**src/rtl/step_pkg.sv**
```systemverilog
// Shared types and constants for the step_input_logic front end.
//   step_state_t : instruction sequencer states (IDLE, RUN, FIN)
//   T0..T3       : timestep encodings driven on TIME
package step_pkg;

  typedef enum logic [1:0] {
    IDLE = 2'd0,
    RUN  = 2'd1,
    FIN  = 2'd2
  } step_state_t;

  localparam logic [1:0] T0 = 2'd0;
  localparam logic [1:0] T1 = 2'd1;
  localparam logic [1:0] T2 = 2'd2;
  localparam logic [1:0] T3 = 2'd3;

endpackage

```
**src/rtl/step_input_logic_key_debouncer.sv**
```systemverilog
// key_debouncer: synchronises and debounces one raw active-low push-key.
//   CLK     in  system clock
//   RST     in  synchronous active-high reset
//   KEY_N   in  raw key, active-low, asynchronous, bouncy
//   LEVEL_N out debounced (stable) key level, 1 = released
//   PRESS   out one-cycle registered pulse when LEVEL_N falls 1->0
// A new synced level must persist for DEBOUNCE_CYCLES consecutive cycles
// before LEVEL_N takes it; any return to the stable level restarts the count.
module key_debouncer #(
  parameter int DEBOUNCE_CYCLES = 500000
) (
  input  logic CLK,
  input  logic RST,
  input  logic KEY_N,
  output logic LEVEL_N,
  output logic PRESS
);

  localparam int CW = (DEBOUNCE_CYCLES > 1) ? $clog2(DEBOUNCE_CYCLES) : 1;
  localparam logic [CW-1:0] CNT_MAX = CW'(DEBOUNCE_CYCLES - 1);

  logic          sync_1;
  logic          sync_2;
  logic [CW-1:0] cnt;

  // NOTE: sequential state uses non-blocking assignments so every register
  // samples pre-edge values regardless of statement order.
  always_ff @(posedge CLK) begin
    if (RST) begin
      sync_1  <= 1'b1;
      sync_2  <= 1'b1;
      LEVEL_N <= 1'b1;
      cnt     <= '0;
      PRESS   <= 1'b0;
    end else begin
      sync_1 <= KEY_N;
      sync_2 <= sync_1;
      PRESS  <= 1'b0;
      if (sync_2 == LEVEL_N) begin
        cnt <= '0;
      end else if (cnt == CNT_MAX) begin
        LEVEL_N <= sync_2;
        cnt     <= '0;
        // Only the released->pressed edge is an event; release is silent.
        PRESS   <= ~sync_2;
      end else begin
        cnt <= cnt + CW'(1);
      end
    end
  end

endmodule

```
**src/rtl/step_input_logic.sv**
```systemverilog
// step_input_logic: debounces EXEC/PEEK keys and sequences instruction timesteps.
//   CLK        in   system clock
//   RST        in   synchronous active-high reset
//   KEY_EXEC   in   raw EXEC key, active-low
//   KEY_PEEK   in   raw PEEK key, active-low
//   LAST_STEP  in   [1:0] final timestep of the current instruction
//   TIME       out  [1:0] current timestep
//   DONE       out  instruction finished
//   PEEKb      out  1 = display BUS instead of REG
//   STEP       out  one-cycle pulse when a timestep is entered/advanced
//   START      out  one-cycle pulse when a new instruction begins at T0
// Build option: define PEEK_TOGGLE_EN to make each PEEK press toggle PEEKb;
// otherwise PEEKb mirrors the debounced PEEK key (high while held).
module step_input_logic
  import step_pkg::*;
#(
  parameter int DEBOUNCE_CYCLES = 500000
) (
  input  logic       CLK,
  input  logic       RST,
  input  logic       KEY_EXEC,
  input  logic       KEY_PEEK,
  input  logic [1:0] LAST_STEP,
  output logic [1:0] TIME,
  output logic       DONE,
  output logic       PEEKb,
  output logic       STEP,
  output logic       START
);

  logic exec_level_unused;
  logic exec_press;
  logic peek_level;
  logic peek_press;

  key_debouncer #(.DEBOUNCE_CYCLES(DEBOUNCE_CYCLES)) u_exec_deb (
    .CLK     (CLK),
    .RST     (RST),
    .KEY_N   (KEY_EXEC),
    .LEVEL_N (exec_level_unused),
    .PRESS   (exec_press)
  );

  key_debouncer #(.DEBOUNCE_CYCLES(DEBOUNCE_CYCLES)) u_peek_deb (
    .CLK     (CLK),
    .RST     (RST),
    .KEY_N   (KEY_PEEK),
    .LEVEL_N (peek_level),
    .PRESS   (peek_press)
  );

  step_state_t state, state_next;
  logic [1:0]  time_next;
  logic        done_next;
  logic        step_next;
  logic        start_next;

  // NOTE: reset is sampled on the clock edge here, so it never appears in
  // the sensitivity list.
  always_ff @(posedge CLK) begin
    if (RST) state <= IDLE;
    else     state <= state_next;
  end

  // NOTE: every combinational output gets a default first so no path
  // leaves it unassigned and infers a latch.
  always_comb begin
    state_next = state;
    if (exec_press) begin
      case (state)
        IDLE:    state_next = RUN;
        RUN:     if (TIME >= LAST_STEP) state_next = FIN;
        FIN:     state_next = RUN;
        default: state_next = IDLE;
      endcase
    end
  end

  // LAST_STEP only matters inside this press-qualified branch, so changes
  // between presses can never move TIME.
  always_comb begin
    time_next  = TIME;
    done_next  = DONE;
    step_next  = 1'b0;
    start_next = 1'b0;
    if (exec_press) begin
      case (state)
        IDLE, FIN: begin
          time_next  = T0;
          done_next  = 1'b0;
          step_next  = 1'b1;
          start_next = 1'b1;
        end
        RUN: begin
          // >= so a LAST_STEP lowered below TIME still finishes; TIME never wraps.
          if (TIME >= LAST_STEP) begin
            done_next = 1'b1;
          end else begin
            time_next = TIME + 2'd1;
            step_next = 1'b1;
          end
        end
        default: begin
          time_next = T0;
          done_next = 1'b0;
        end
      endcase
    end
  end

  always_ff @(posedge CLK) begin
    if (RST) begin
      TIME  <= T0;
      DONE  <= 1'b0;
      STEP  <= 1'b0;
      START <= 1'b0;
    end else begin
      TIME  <= time_next;
      DONE  <= done_next;
      STEP  <= step_next;
      START <= start_next;
    end
  end

`ifdef PEEK_TOGGLE_EN
  logic peek_level_unused;
  assign peek_level_unused = peek_level;

  always_ff @(posedge CLK) begin
    if (RST)             PEEKb <= 1'b0;
    else if (peek_press) PEEKb <= ~PEEKb;
  end
`else
  logic peek_press_unused;
  assign peek_press_unused = peek_press;

  always_ff @(posedge CLK) begin
    if (RST) PEEKb <= 1'b0;
    else     PEEKb <= ~peek_level;
  end
`endif

endmodule

```
**config.mk**
```make
export PLATFORM = sky130hd
export DESIGN_NAME = step_input_logic
export DESIGN_NICKNAME = d
export VERILOG_FILES = /design/src/rtl/step_pkg.sv /design/src/rtl/step_input_logic_key_debouncer.sv /design/src/rtl/step_input_logic.sv
export SDC_FILE = /design/constraint.sdc
export NUM_CORES = 1
export LEC_CHECK = 0
export CAP_MARGIN = 20
export CORE_UTILIZATION = 60
export CTS_BUF_LIST = sky130_fd_sc_hd__clkbuf_4 sky130_fd_sc_hd__clkbuf_8 sky130_fd_sc_hd__clkbuf_16
export DETAILED_ROUTE_END_ITERATION = 8
export GPL_ROUTABILITY_DRIVEN = 0
export GPL_TIMING_DRIVEN = 0
export PLACE_DENSITY = 0.76
export SLEW_MARGIN = 20
export SYNTH_ARGS = -nofsm -noshare
export SYNTH_HDL_FRONTEND = slang
export SYNTH_HIERARCHICAL = 1
export SYNTH_SLANG_ARGS = --single-unit
```
**constraint.sdc**
```tcl
create_clock -name CLK -period 5.3 [get_ports CLK]
set_input_delay 1.06 -clock CLK [delete_from_list [all_inputs] [get_ports CLK]]
set_output_delay 1.06 -clock CLK [all_outputs]
set_load 0.03 [all_outputs]
```
==> impl_results.md <==
* DP Wirelength at 2720 um
* Initial antenna violation count at 0
* Setup bufs post-CTS at 0
* Outcome: finished clean
* Met1 WL at 2090 um
* CP required at 5.52 ns
* Final Util at 0.703
* Clk_lat worst skew at 0.29 ns
* Pwr Density at 254 mW/mm^2
* WP data arrival at 2.77 ns
* Final Skew at 0.00734 ns
* Max-Cap Viols at 0
* Initial core utilization at 0.630
* Layout area overhead at 11.6%
* Die W at 64.2 um
* RSZ-0062 raised after global routing: false
* CORE AREA at 0.00369 sq mm
* Crit end category: flop
* Die height at 64.2 um
* Reg2Reg Depth at 5
* Number of antenna-violating nets in the routed design at 0
* Yosys Warn Count at 6
* CP max FO at 7
* Slew Limit Fails at 0
* Slew headroom at 0.576
* Setup TNS at 0 ns
* CTS tree: built
* Final Cycle Share at 0.481
* Die area at 0.00413 sq mm
* VDD IR max at 0.186 mV
* Kind of critical path: in2reg
* Placed Area at 0.00249 sq mm
* Vias in the first global route at 1597
* CTS root buffer: clkbuf_8
* Final Critical Period at 2.55 ns
* Avg Inst Size Synth at 9.12 sq um
* Drt total wl at 4000 um
* Final hold vios at 0
* Leakage at 0.784 nW
* Type of origin of the critical path: input pin
* DR top layer: met4
* Worst path slowest cell: or4_1
* Rows at 22
* Gate count of the mapped netlist at 255
* Layout cells sized above 1 at 0.0735
* Metal3 WL at 117 um
* Number of nets in the layout at 283
* Final global-route overflow total at 0
* Cts hold-fix bufs at 0
* Slew @ Worst Pin at 0.629 ns
* Input/output buffers at 11
* DRC Markers at 0
* F_max at 392 MHz
* CTS Buffer Depth at 2
* Vias per cell at 5.54
* Routed via count at 1774
* CTS sink cnt at 52
* Pin count of the biggest net entering global routing at 18
* Drt pass-1 iters at 4
* H-tree depth at 2
* Drt wl/cell at 12.5 um
* Diode count at 0
* Critical Path Max Stage Delay at 0.51 ns
* Global-route usage over all layers at 0.214
* Initial DRC count at 83
* Clk slew on worst S/H paths at 0.08 ns
* CTS Buf Count at 5
* Syn nets at 265
* First-pass GRT wire length at 7000 um
* Critical path cell sequence: clkdlybuf4s50_1, ha_1, nand2b_1, a21o_1, or4_1, a21oi_1
* Final instance area at 0.00259 sq mm
* WL met2 at 1760 um
* Num ports at 12
* Setup violators final at 0
* WHS Path Cells at 1
* Mapped Area at 0.00232 sq mm
* Hold Path Class: reg2reg
* Post_cts resized at 0
-- through the flow --
stage               power [W]  setup WS (ns)  instances  hold slack (ns)
floorplan            0.000410           2.96        255            0.389
global placement     0.000416           2.48        314            0.393
detailed placement   0.000417           2.45        314            0.393
CTS                  0.000669           2.75        320            0.414
global route         0.000684           2.67        320            0.428
finish               0.000659           2.75        320            0.413
-- sequential cells by signal, indices dropped and copies added (netlist names) --
register,count
u_exec_deb/sync_2,1
START,1
u_peek_deb/sync_1,1
u_exec_deb/cnt,19
u_peek_deb/cnt,19
u_exec_deb/PRESS,1
TIME,2
u_exec_deb/LEVEL_N,1
u_peek_deb/sync_2,1
DONE,1
state,1
u_peek_deb/LEVEL_N,1
STEP,1
PEEKb,1
u_exec_deb/sync_1,1
-- worst paths after layout --
kind / to / slack (ns) / start
worst max-delay path: TIME[1]$_SDFFE_PP0P_ / 2.75 / LAST_STEP[0]
worst min-delay path: u_peek_deb/sync_2$_SDFF_PP1_ / 0.41 / u_peek_deb/sync_1$_SDFF_PP1_
worst max register to register: u_peek_deb/cnt[16]$_SDFF_PP0_ / 3.24 / u_peek_deb/cnt[12]$_SDFF_PP0_
worst min register to register: u_peek_deb/sync_2$_SDFF_PP1_ / 0.41 / u_peek_deb/sync_1$_SDFF_PP1_
-- cell type report --
cell class	count	area, sq um
clock buffers	5	68.8
repair buffers	11	110
fillers	294	1090
inverters	6	22.5
multi-input cells	192	1220
well taps	48	60.1
plain buffers	5	36.3
flip-flops and latches	52	1040
clock inverters	1	30.0
-- layer usage --
layer,track usage,vias to the layer above
li1,-,945
met1,0.296,798
met2,0.329,27
met3,0.0429,4
met4,0.0750,0
met5,0,-
-- critical path: cells and delay by family --
kind | cells | cell delay [ns]
AO/OA/AOI/OAI | 2 | 0.37
adder cells (fa/ha/maj) | 1 | 0.28
buffers and inverters | 1 | 0.40
AND/OR/NAND/NOR | 2 | 0.65
-- cell usage in the layout, fill, tap and decap left out, types with 3 or more instances in the layout --
master / n
or2_2: 4
xnor2_1: 22
o21ai_0: 3
nand2_1: 10
dfxtp_1: 52
nand3_1: 16
nor4b_1: 4
mux2i_1: 4
nand4_1: 14
inv_1: 6
clkbuf_8: 5
a21oi_1: 8
clkdlybuf4s50_1: 11
nor4_1: 8
or4_1: 5
ha_1: 4
nor3_1: 7
nand2b_1: 4
and4_1: 4
nor2_1: 44
xor2_1: 8
-- where the power goes --
part	internal [W]	switching, W
logic	0.00000725	0.00000672
clock network	0.000136	0.000117
registers	0.000392	0.00000108
total	0.000535	0.000124
(Power assumes the default switching activity.)
